--- src/rtl/mux_canales_rr.sv ---
// Parametrised N-channel registered multiplexer with valid/ready handshake,
// fixed or round-robin selection. Optional grant counter: `define MUX_CONTADOR_EN.
module mux_canales_rr #(
   parameter  int ANCHO   = 8,
   parameter  int CANALES = 6,
   localparam int SEL_W   = $clog2(CANALES)
) (
   input  logic                       clk,
   input  logic                       rst,
   input  logic                       modo,
   input  logic [SEL_W-1:0]           sel,
   input  logic [CANALES*ANCHO-1:0]   entrada,
   input  logic [CANALES-1:0]         entrada_valida,
   output logic [CANALES-1:0]         entrada_listo,
   output logic [ANCHO-1:0]           salida,
   output logic                       salida_valida,
   input  logic                       salida_listo,
   output logic [SEL_W-1:0]           canal,
   output logic                       error_sel
`ifdef MUX_CONTADOR_EN
   ,
   output logic [15:0]                conteo
`endif
);

   localparam int EXT = 2 ** SEL_W;

   logic [ANCHO-1:0]   salida_r;
   logic               salida_valida_r;
   logic [SEL_W-1:0]   canal_r;
   logic               error_sel_r;
   logic [SEL_W-1:0]   ptr_r;

   logic               carga_s;
   logic               sel_ok_s;
   logic [EXT-1:0]     valida_ext_s;
   logic [EXT-1:0]     listo_ext_s;
   logic               rr_hit_s;
   logic [SEL_W-1:0]   rr_idx_s;
   logic               gnt_s;
   logic [SEL_W-1:0]   gnt_idx_s;
   int                 cand_s;

   assign carga_s  = !salida_valida_r || salida_listo;
   assign sel_ok_s = (int'(sel) < CANALES);

   // Grant arbitration: fixed index or round-robin search starting after ptr_r.
   always_comb begin
      valida_ext_s                = '0;
      valida_ext_s[CANALES-1:0]   = entrada_valida;
      rr_hit_s                    = 1'b0;
      rr_idx_s                    = '0;
      cand_s                      = 0;
      gnt_s                       = 1'b0;
      gnt_idx_s                   = '0;
      for (int k = 1; k <= CANALES; k++) begin
         cand_s = int'(ptr_r) + k;
         if (cand_s >= CANALES) begin
            cand_s = cand_s - CANALES;
         end else begin
            cand_s = cand_s;
         end
         if (!rr_hit_s && valida_ext_s[cand_s[SEL_W-1:0]]) begin
            rr_hit_s = 1'b1;
            rr_idx_s = cand_s[SEL_W-1:0];
         end else begin
            rr_hit_s = rr_hit_s;
         end
      end
      if (modo) begin
         gnt_s     = rr_hit_s && carga_s;
         gnt_idx_s = rr_idx_s;
      end else begin
         gnt_s     = sel_ok_s && valida_ext_s[sel] && carga_s;
         gnt_idx_s = sel;
      end
   end

   // One-hot ready toward the granted producer, silenced while in reset.
   always_comb begin
      listo_ext_s = '0;
      if (gnt_s && !rst) begin
         listo_ext_s[gnt_idx_s] = 1'b1;
      end else begin
         listo_ext_s = '0;
      end
   end

   assign entrada_listo = listo_ext_s[CANALES-1:0];

   // Output stage, round-robin pointer and select-error flag.
   always_ff @(posedge clk) begin
      if (rst) begin
         salida_r        <= {ANCHO{1'b0}};
         salida_valida_r <= 1'b0;
         canal_r         <= {SEL_W{1'b0}};
         error_sel_r     <= 1'b0;
         ptr_r           <= SEL_W'(CANALES - 1);
      end else begin
         if (gnt_s) begin
            salida_r        <= entrada[gnt_idx_s*ANCHO +: ANCHO];
            canal_r         <= gnt_idx_s;
            salida_valida_r <= 1'b1;
         end else if (salida_valida_r && salida_listo) begin
            salida_valida_r <= 1'b0;
         end
         error_sel_r <= !modo && !sel_ok_s;
         if (modo && gnt_s) begin
            ptr_r <= gnt_idx_s;
         end
      end
   end

`ifdef MUX_CONTADOR_EN
   logic [15:0] conteo_r;

   // Saturating count of accepted input transfers.
   always_ff @(posedge clk) begin
      if (rst) begin
         conteo_r <= 16'd0;
      end else if (gnt_s && (conteo_r != 16'hFFFF)) begin
         conteo_r <= conteo_r + 16'd1;
      end
   end

   assign conteo = conteo_r;
`endif

   assign salida        = salida_r;
   assign salida_valida = salida_valida_r;
   assign canal         = canal_r;
   assign error_sel     = error_sel_r;

endmodule

--- config.mk ---
export PLATFORM = sky130hd
export DESIGN_NAME = mux_canales_rr
export DESIGN_NICKNAME = d
export VERILOG_FILES = /design/src/rtl/mux_canales_rr.sv
export SDC_FILE = /design/constraint.sdc
export NUM_CORES = 1
export LEC_CHECK = 0
export ABC_CLOCK_PERIOD_IN_PS = 4019
export CORE_MARGIN = 2
export CORE_UTILIZATION = 42
export CTS_CLUSTER_DIAMETER = 80
export CTS_CLUSTER_SIZE = 8
export DETAILED_ROUTE_END_ITERATION = 6
export GPL_TIMING_DRIVEN = 0
export PLACE_DENSITY_LB_ADDON = 0.3
export SLEW_MARGIN = 20
export SYNTH_ARGS = -nofsm -noshare
export SYNTH_HDL_FRONTEND = slang
export SYNTH_SLANG_ARGS = --single-unit
--- constraint.sdc ---
create_clock -name clk -period 4.02 [get_ports clk]
set_input_delay 0.804 -clock clk [delete_from_list [all_inputs] [get_ports clk]]
set_output_delay 0.804 -clock clk [all_outputs]
set_load 0.03 [all_outputs]
After elaboration in Yosys (flattened, before gate mapping)
Index checks and enable logic that the tools add are counted.
{"block": "classes", "add_sub_neg": 12, "mul": 0, "div": 0, "order_cmp": 16, "eq_ne": 0, "n_shift": 1, "mux": 39, "bitwise_logic": 0, "reduce_logical": 24}
{"op": "variable part select 48 x 7 -> 8 bit", "count": 1}
{"op": "2-to-1 mux 3 bit", "count": 13}
{"op": "less-than comparator 3 x 4 -> 1 bit, second input constant", "count": 8}
{"op": ">= comparator 4 x 3 -> 1 bit, second input constant", "count": 6}
{"op": "binary-select mux 1 bit (select 3 bit)", "count": 7}
{"op": "subtractor 3 bit, second input constant", "count": 6}
{"op": "2-to-1 mux 1 bit", "count": 17}
{"op": "logical AND 1 bit", "count": 13}
{"op": "adder 3 x 3 -> 4 bit, second input constant", "count": 3}
{"op": "zero test 1 bit", "count": 9}
{"op": "adder 3 x 2 -> 4 bit, second input constant", "count": 2}
{"op": "2-to-1 mux 6 bit", "count": 1}
{"op": "adder 3 x 1 -> 4 bit, second input constant", "count": 1}
{"op": "demux 1 bit (select 3 bit)", "count": 1}
{"op": ">= comparator 3 x 1 -> 1 bit, second input constant", "count": 1}
{"op": "less-than comparator 3 bit, second input constant", "count": 1}
{"op": "nonzero test 2 bit", "count": 1}
{"op": "logical OR 1 bit", "count": 1}
{"block": "word_totals", "ff_bits": 16, "latch_bits": 0, "ramBits": 0, "mem_bits_ro": 0, "input_bits": 61, "mem_count": 0}

Depth between registers and ports, before layout
Gate-level depths: netlist of the first run.
{"block": "logic_depth", "depth_word": 27, "ltp_mapped": 16}

Worst setup path before layout of the first run
OpenSTA, ideal clock, no wires.
{"block": "synth_path", "path_kind": "flip-flop to output port", "start": "register ptr_r[1]", "end": "output port entrada_listo[2]", "arrival_ns": 3.787, "slack_ns": -0.571, "stages_incl_launch_ff": 14, "n_path_buf": 3, "cell_sequence": "dfxtp_1 -> buf_2 -> inv_1 -> ha_1 -> a211oi_2 -> xnor2_1 -> mux2_4 -> nor3_1 -> o2111ai_1 -> o211a_1 -> buf_6 -> o21ai_4 -> buf_6 -> nor3b_1"}
{"block": "synth_between", "elab_chain_cells": 27, "word_cells_on_any_way": 68, "classes_between": "add/sub (12); order compare (8); mux (35); reduce/logical (13)"}
{"item": "from (decl)", "line": "32", "rtl": "logic [SEL_W-1:0] ptr_r;"}
{"item": "from (signal assigned)", "line": "98", "rtl": "ptr_r <= SEL_W'(CANALES - 1);"}
{"item": "from (signal assigned)", "line": "109", "rtl": "ptr_r <= gnt_idx_s;"}
{"item": "adder 3 x 1 -> 4 bit", "line": "57", "rtl": "cand_s = int'(ptr_r) + k;"}
{"item": ">= comparator 4 x 3 -> 1 bit / subtractor 3 bit (equally long branches)", "line": "58, 59"}
{"item": "2-to-1 mux 3 bit", "line": "58", "rtl": "if (cand_s >= CANALES) begin"}
{"item": "binary-select mux 1 bit (select 3 bit)", "line": "63", "rtl": "if (!rr_hit_s && valida_ext_s[cand_s[SEL_W-1:0]]) begin"}
{"item": "2-to-1 mux 1 bit (implied by the code)", "line": "63"}
{"item": "2-to-1 mux 1 bit", "line": "63"}
{"item": "zero test 1 bit", "line": "63"}
{"item": "logical AND 1 bit", "line": "63"}
{"item": "(+11 left out)"}
{"item": "logical AND 1 bit", "line": "63"}
{"item": "2-to-1 mux 3 bit", "line": "63"}
{"item": "2-to-1 mux 3 bit", "line": "70", "rtl": "if (modo) begin"}
{"item": "less-than comparator 3 x 4 -> 1 bit (implied by the code) / >= comparator 3 x 1 -> 1 bit (equally long branches)", "line": "83", "rtl": "listo_ext_s[gnt_idx_s] = 1'b1;"}
{"item": "logical AND 1 bit (implied by the code)", "line": "83"}
{"item": "2-to-1 mux 1 bit (implied by the code)", "line": "83"}
{"item": "demux 1 bit (select 3 bit)", "line": "83"}
{"item": "2-to-1 mux 6 bit *", "line": "82", "rtl": "if (gnt_s && !rst) begin"}
{"item": "to (decl)", "line": "14", "rtl": "output logic [CANALES-1:0] entrada_listo,"}
Mark *: on every way between the ends. The rest lies on a longest branch, timed or not. The select of a mux whose other input is x is not followed.

Worst setup path in the final report of the first run
Ends and elaborated chain as after synthesis.

==> results of run 1 <==
worst max-delay path, cell delays in order, from the launching register on:
cell and delay (ps):
dfxtp_4 350, buf_8 90, clkinvlp_4 220, buf_6 210, ha_4 170, a21o_1 210, or4_1 480, o211ai_1 210
buf_4 250, nor4_4 80, a2111oi_4 450, o41ai_4 150, buf_6 180, nor3b_4 170, buf_6 150
path summary, 6_finish.rpt:
| kind | depth (start not counted) | from | to |
|---|---|---|---|
| worst min register to register | 2 | canal[1] | canal[1] |
| worst max register to register | 15 | ptr_r[1] | salida[7] |
| worst min-delay path | 2 | canal[1] | canal[1] |
| worst max-delay path | 14 | ptr_r[1] | entrada_listo[2] |
kinds of logic (layout without fill, tap and decap cells):
logic type / after synthesis / in the layout / synth area share
adder cells (fa/ha/maj): 11 / 11 / 0.0577
multiplexers: 29 / 29 / 0.135
XOR/XNOR: 7 / 7 / 0.0257
flip-flops: 16 / 16 / 0.134
AND/OR/NAND/NOR: 102 / 102 / 0.240
AO/OA/AOI/OAI: 90 / 90 / 0.318
buffers and inverters: 38 / 154 / 0.0892
layer usage:
layer,wire length (µm),part of all wire,GRT usage,vias to the layer above
met4,418,0.043,0.0397,0
li1,-,-,-,1357
met2,4750,0.49,0.447,161
met3,580,0.059,0.0295,41
met5,0,0,0,-
met1,4000,0.41,0.364,1471
cell usage after synthesis (all sizes together), types with 5 or more instances:
cell / n / area [µm²]
nand2: 25 / 93.8
inv: 22 / 82.6
mux2i: 22 / 220
a21oi: 18 / 90.1
a211oi: 17 / 148
nor2: 17 / 71.3
dfxtp: 16 / 320
nor3: 15 / 80.1
buf: 14 / 114
ha: 11 / 138
and3: 10 / 70.1
o211a: 8 / 80.1
o41ai: 8 / 77.6
mux2: 6 / 78.8
nand2b: 6 / 37.5
o21ai: 6 / 41.3
o211ai: 5 / 37.5
or3: 5 / 42.5
xnor2: 5 / 43.8
per-stage QoR:
| stage | utilization | instance area (µm²) | TNS [ps] | setup WS [ps] | hold WS [ps] |
|---|---|---|---|---|---|
| 3_5_place_dp | 0.623 | 3430 | -8340 | -1290 | 453 |
| 4_1_cts | 0.693 | 3810 | -2030 | -366 | 469 |
| 2_1_floorplan | - | 2550 | -9.14 | -9.14 | 580 |
| 3_3_place_gp | 0.623 | 3430 | -7990 | -1320 | 455 |
| 5_1_grt | 0.749 | 4130 | -2880 | -527 | 499 |
| 6_report | 0.749 | 4130 | -2270 | -417 | 469 |
flip-flops by register name (all words and copies together), names as in the netlist:
register and flops:
salida 8, salida_valida 1, error_sel 1, ptr_r 3, canal 3
power groups by stage:
stage | sequential [W] | clock [W] | combinational [W]
after floorplan | 0.000377 | 0 | 0.00208
after global placement | 0.000281 | 0 | 0.00276
after detailed placement | 0.000280 | 0 | 0.00280
after CTS | 0.000278 | 0.000148 | 0.00325
after global routing | 0.000292 | 0.000158 | 0.00417
final | 0.000285 | 0.000148 | 0.00399
area by class of cell:
type                       count  area (µm²)
buffer                        16         179
clock buffer                   4        55.1
fill                         375        1380
inverter                      22        90.1
multi-input combinational    239        2310
sequential                    16         332
tap                           72        90.1
timing repair buffer         112        1070
placed cells by master, fill, tap and decap left out, types with 6 or more instances in the layout:
cell type,count
dfxtp_1,13
buf_4,31
nor3_1,8
ha_1,7
nor2_1,10
and3_1,7
o41ai_1,7
nand2_1,23
o211a_1,8
nand2b_1,6
a211oi_1,12
a21oi_1,15
inv_1,20
clkdlybuf4s50_1,68
buf_6,12
mux2i_1,14
what timing repair did:
| action | 4_1_cts | 5_1_grt |
|---|---|---|
| resized for setup | 79 | 42 |
| setup buffers | 20 | 13 |
| setup endpoints to repair | 13 | 13 |
| pin swaps | 15 | 14 |
==> run summary, run 1 <==
Fin crit share: 1.10
Global route total overflow: 0
Int Power: 0.00214 W
CTS tree: built
Slew HR: 0.513
Vias in the first global route: 2601
Post-route worst setup slack: -417 ps
Main synth FF type: dfxtp_1
Max Cap Viol: 0
Core Area: 5510 µm²
Switching Share: 0.515
Initial DRC Count: 210
Die Y: 79.3 µm
Boundary Pins: 80
Clock skew: 1.86 ps
Comb pwr share: 0.902
Layout cells sized above 1: 0.350
Measured slew at the worst slew-check pin: 731 ps
Maximum number of pins on one net before global-route repair: 11
Post-route ant nets: 0
Final Hold Viols: 0
Post-synth ARST share: 0
First-pass GRT wire length: 13200 µm
Initial core utilization: 0.433
Synthesis-to-finish area growth: 73.1%
Post-CTS Hold Fix Bufs: 0
Crit end category: primary output
Initial antenna violation count: 0
CTS H-Tree Depth: 1
PwrDens: 1070 nW/µm²
Routed len/inst: 20.3 µm
DRC Markers: 0
Synth Cell Area: 2380 µm²
RePlAce Congestion: 0.900
Seq/Total Area, Yosys: 0.134
Via density: 6.30
Ant diodes: 0
Unique masters post-synth: 70
Non-filler cells in the finished layout: 481
Startpoint type of the worst setup path: register
Fin nets: 482
Yosys warnings: 0
Worst VDD drop: 0.574 mV
CTS buffer count: 3
Mapped Cells: 293
Area of the die: 6290 µm²
FP Rows: 27
Total Routing Usage GR: 0.263
Clock insertion delay at the later pin of the skew report: 250 ps
EDFF count, synth: 0
NetSw: 0.00228 W
Leakage power: 1.69 nW
CTS sink cnt: 16
Crit Path Class: reg2out
Worst min path class: reg2reg
Worst Path Arrival: 3630 ps
Synth Register Bits: 16
# port buffers: 79
Fin. max-slew vios: 0
Failing checks: setup timing
Number of cells after detailed placement: 444
Crit path max fanout: 8
Worst-path clk slew: 70 ps
R2R Setup Slk: 110 ps
Clock tree buffer depth: 2
CTS root buf: clkbuf_8
Outcome: complete, but fails checks
CP required: 3220 ps
Min Tclk post-route: 4440 ps
Vias: 3030
Syn Area/Cell: 8.13 µm²
Total Power: 0.00442 W
Clk pwr share: 0.033
Unrepaired setup endpoints after global routing: true
Synthesized net count: 365
WL final: 9750 µm
Fmax: 225 MHz
Die width: 79.3 µm
Reg power frac: 0.064
HPWL after detailed placement: 6150 µm
Final setup fails: 6
DR pass1 iterations: 5
(Power assumes the default switching activity.)
==> run 2: changes to the inputs <==
--- a/config.mk
+++ b/config.mk
@@ -6,8 +6,8 @@
 export NUM_CORES = 1
 export LEC_CHECK = 0
 export ABC_CLOCK_PERIOD_IN_PS = 4019
-export CORE_MARGIN = 2
-export CORE_UTILIZATION = 42
+export CORE_UTILIZATION = 43
+export CTS_BUF_LIST = sky130_fd_sc_hd__clkbuf_4 sky130_fd_sc_hd__clkbuf_8
 export CTS_CLUSTER_DIAMETER = 80
 export CTS_CLUSTER_SIZE = 8
 export DETAILED_ROUTE_END_ITERATION = 6
==> run 2 against run 1 <==
  * Clock skew up 4.4 ps
  * Largest cell class unchanged
  * The run still ends with setup timing left
  * Critical path type unchanged
  * Die area down 7.1%
  * Via count up 1.7%
  * Critical endpoint is now entrada_listo[3]
  * Clock-buffer cell count unchanged
==> run summary, run 2 (synthesis results as in run 1) <==
Layout cells sized above 1: 0.371 (+0.0218)
WL final: 10300 µm (+5.8%)
Initial DRC Count: 281 (+34%)
CTS H-Tree Depth: 1 (unchanged)
Slew HR: 0.645 (+0.132)
Clock tree buffer depth: 2 (unchanged)
FP Rows: 26 (-3.7%)
Worst VDD drop: 0.650 mV (+13%)
Worst Path Arrival: 3620 ps (about the same)
Maximum number of pins on one net before global-route repair: 11 (unchanged)
Measured slew at the worst slew-check pin: 526 ps (-205 ps)
Final Hold Viols: 0 (unchanged)
Via density: 6.29 (-0.18%)
Post-route ant nets: 0 (unchanged)
Outcome: complete, but fails checks
Die Y: 76.5 µm (-3.6%)
Leakage power: 1.75 nW (+3.8%)
Initial core utilization: 0.455 (+0.0222)
Startpoint type of the worst setup path: register
Boundary Pins: 80 (unchanged)
CP required: 3220 ps (about the same)
CTS root buf: clkbuf_8
Most frequent cells in the layout: 67 x clkdlybuf4s50_1, 42 x buf_4, 23 x nand2_1
Hold Startpoint: canal[1]
Pre-CTS WS: -1310 ps (-21.3 ps)
Max reg flops: 8 (unchanged)
Vias in the first global route: 2874 (+10%)
DR pass1 iterations: 5 (unchanged)
DRC Markers: 0 (unchanged)
Fin. max-slew vios: 0 (unchanged)
Die width: 76.5 µm (-3.6%)
Hold_ws: 465 ps (-4.98 ps)
Critical Path Source: ptr_r[1]
Cell Area, Placed: 3430 µm² (about the same)
R2R Setup Slk: 0 ps (-110 ps)
Number of cells after detailed placement: 442 (-0.45%)
Int Power: 0.00227 W (+5.8%)
Fmax: 226 MHz (+0.33%)
Comb pwr share: 0.904 (+0.002)
CTS buffer count: 3 (unchanged)
# port buffers: 79 (unchanged)
Min Tclk post-route: 4420 ps (-14.7 ps)
Crit end category: primary output
Fin crit share: 1.10 (-0.00366)
WHS Endpoint: canal[1]
Failing checks: setup timing
Reg power frac: 0.061 (-0.003)
Worst-path clk slew: 80 ps (about the same)
PwrDens: 1080 nW/µm² (+0.90%)
Origin of the critical flop-to-flop path: ptr_r[1]
Area of the die: 5840 µm² (-7.1%)
Core Area: 5240 µm² (-4.9%)
Initial antenna violation count: 0 (unchanged)
CTS sink cnt: 16 (unchanged)
CTS tree: built
HPWL after detailed placement: 6140 µm (-0.11%)
Hold Path Stages: 2 (unchanged)
Clk pwr share: 0.034 (about the same)
Total Power: 0.00457 W (+3.2%)
Fin nets: 493 (+2.3%)
Max Cap Viol: 0 (unchanged)
Clock insertion delay at the later pin of the skew report: 260 ps (about the same)
Global route total overflow: 0 (unchanged)
NetSw: 0.00230 W (+0.80%)
Post-route worst setup slack: -403 ps (+14.7 ps)
Ant diodes: 0 (unchanged)
Synthesis-to-finish area growth: 77.1%
First-pass GRT wire length: 14300 µm (+8.5%)
Total Routing Usage GR: 0.307 (+0.0442)
Non-filler cells in the finished layout: 490 (+1.9%)
Reg-to-reg endpoint: salida[2]
R2R cell count: 15 (unchanged)
Crit path max fanout: 5 (-3)
Finished Cell Area: 4220 µm² (+2.3%)
Worst min path class: reg2reg
Vias: 3081 (+1.7%)
Clock skew: 6.24 ps (+4.38 ps)
Routed len/inst: 21.1 µm (+3.9%)
Crit Path Class: reg2out
Unrepaired setup endpoints after global routing: true
Post-CTS Hold Fix Bufs: 0 (unchanged)
Final setup fails: 7 (+1)
Switching Share: 0.503 (-0.0121)
RePlAce Congestion: 0.924 (+2.6%)
Commonest non-fill, non-tap cell in the layout: clkdlybuf4s50_1
==> run 2: worst max-delay path by stage <==
stage                       end  cells past startpoint
3_5_place_dp   entrada_listo[3]                     12
6_report       entrada_listo[3]                     16
4_1_cts        entrada_listo[3]                     14
2_1_floorplan  entrada_listo[4]                     12
5_1_grt        entrada_listo[3]                     16
3_3_place_gp   entrada_listo[3]                     12
==> run 2: worst max-delay path: stages (launching register included) <==
cell	delay, ps
dfxtp_4	370
buf_8	100
clkinvlp_4	150
buf_12	180
ha_4	160
a211oi_4	280
xnor2_2	160
buf_4	160
mux2i_2	320
o211ai_1	170
o32a_2	230
o211a_1	230
buf_6	120
o21ai_4	200
buf_8	160
nor3b_4	190
buf_6	160
==> run 2: layer usage <==
layer	routed length (µm)	part of all wire	vias to the layer above	track usage
li1	-	-	1381	-
met2	5050	0.49	183	0.538
met3	675	0.065	53	0.0275
met1	4110	0.40	1464	0.396
met4	488	0.047	0	0.0923
met5	0	0	-	0
==> run 2: what timing repair did <==
item / 4_1_cts / 5_1_grt
gates cloned: 0 / 1
setup endpoints to repair: 13 / 6
gates resized for setup: 90 / 30
setup buffers: 29 / 14
pin swaps: 17 / 25
hold endpoints to repair: 0 / 0
==> run 2: stage by stage <==
step | utilization | setup TNS, ps
after floorplan | - | -9.14
after global placement | 0.655 | -8100
after detailed placement | 0.655 | -8710
after CTS | 0.751 | -1960
after global routing | 0.806 | -3030
final | 0.806 | -2220
==> run 2: cell type report <==
cell class              instances  area [µm²]
fillers                       310        1020
inverters                      22        90.1
clock buffers                   4        55.1
flip-flops and latches         16         332
plain buffers                  16         178
multi-input cells             239        2300
repair buffers                123        1180
well taps                      70        87.6
==> run 2: power by group through the flow <==
stage                     Sequential, W  Combinational (W)  Clock, W
after floorplan                0.000377            0.00208         0
after global placement         0.000277            0.00275         0
after detailed placement       0.000278            0.00279         0
after CTS                      0.000280            0.00339  0.000149
after global routing           0.000288            0.00431  0.000160
final                          0.000280            0.00413  0.000156
==> run 3: changes to the inputs <==
--- a/config.mk
+++ b/config.mk
@@ -6,6 +6,7 @@
 export NUM_CORES = 1
 export LEC_CHECK = 0
 export ABC_CLOCK_PERIOD_IN_PS = 4019
+export CAP_MARGIN = 10
 export CORE_UTILIZATION = 43
 export CTS_BUF_LIST = sky130_fd_sc_hd__clkbuf_4 sky130_fd_sc_hd__clkbuf_8
 export CTS_CLUSTER_DIAMETER = 80
==> results of run 3 <==
Same layout as run 2: the final DEF is identical, and so are final timing and power.
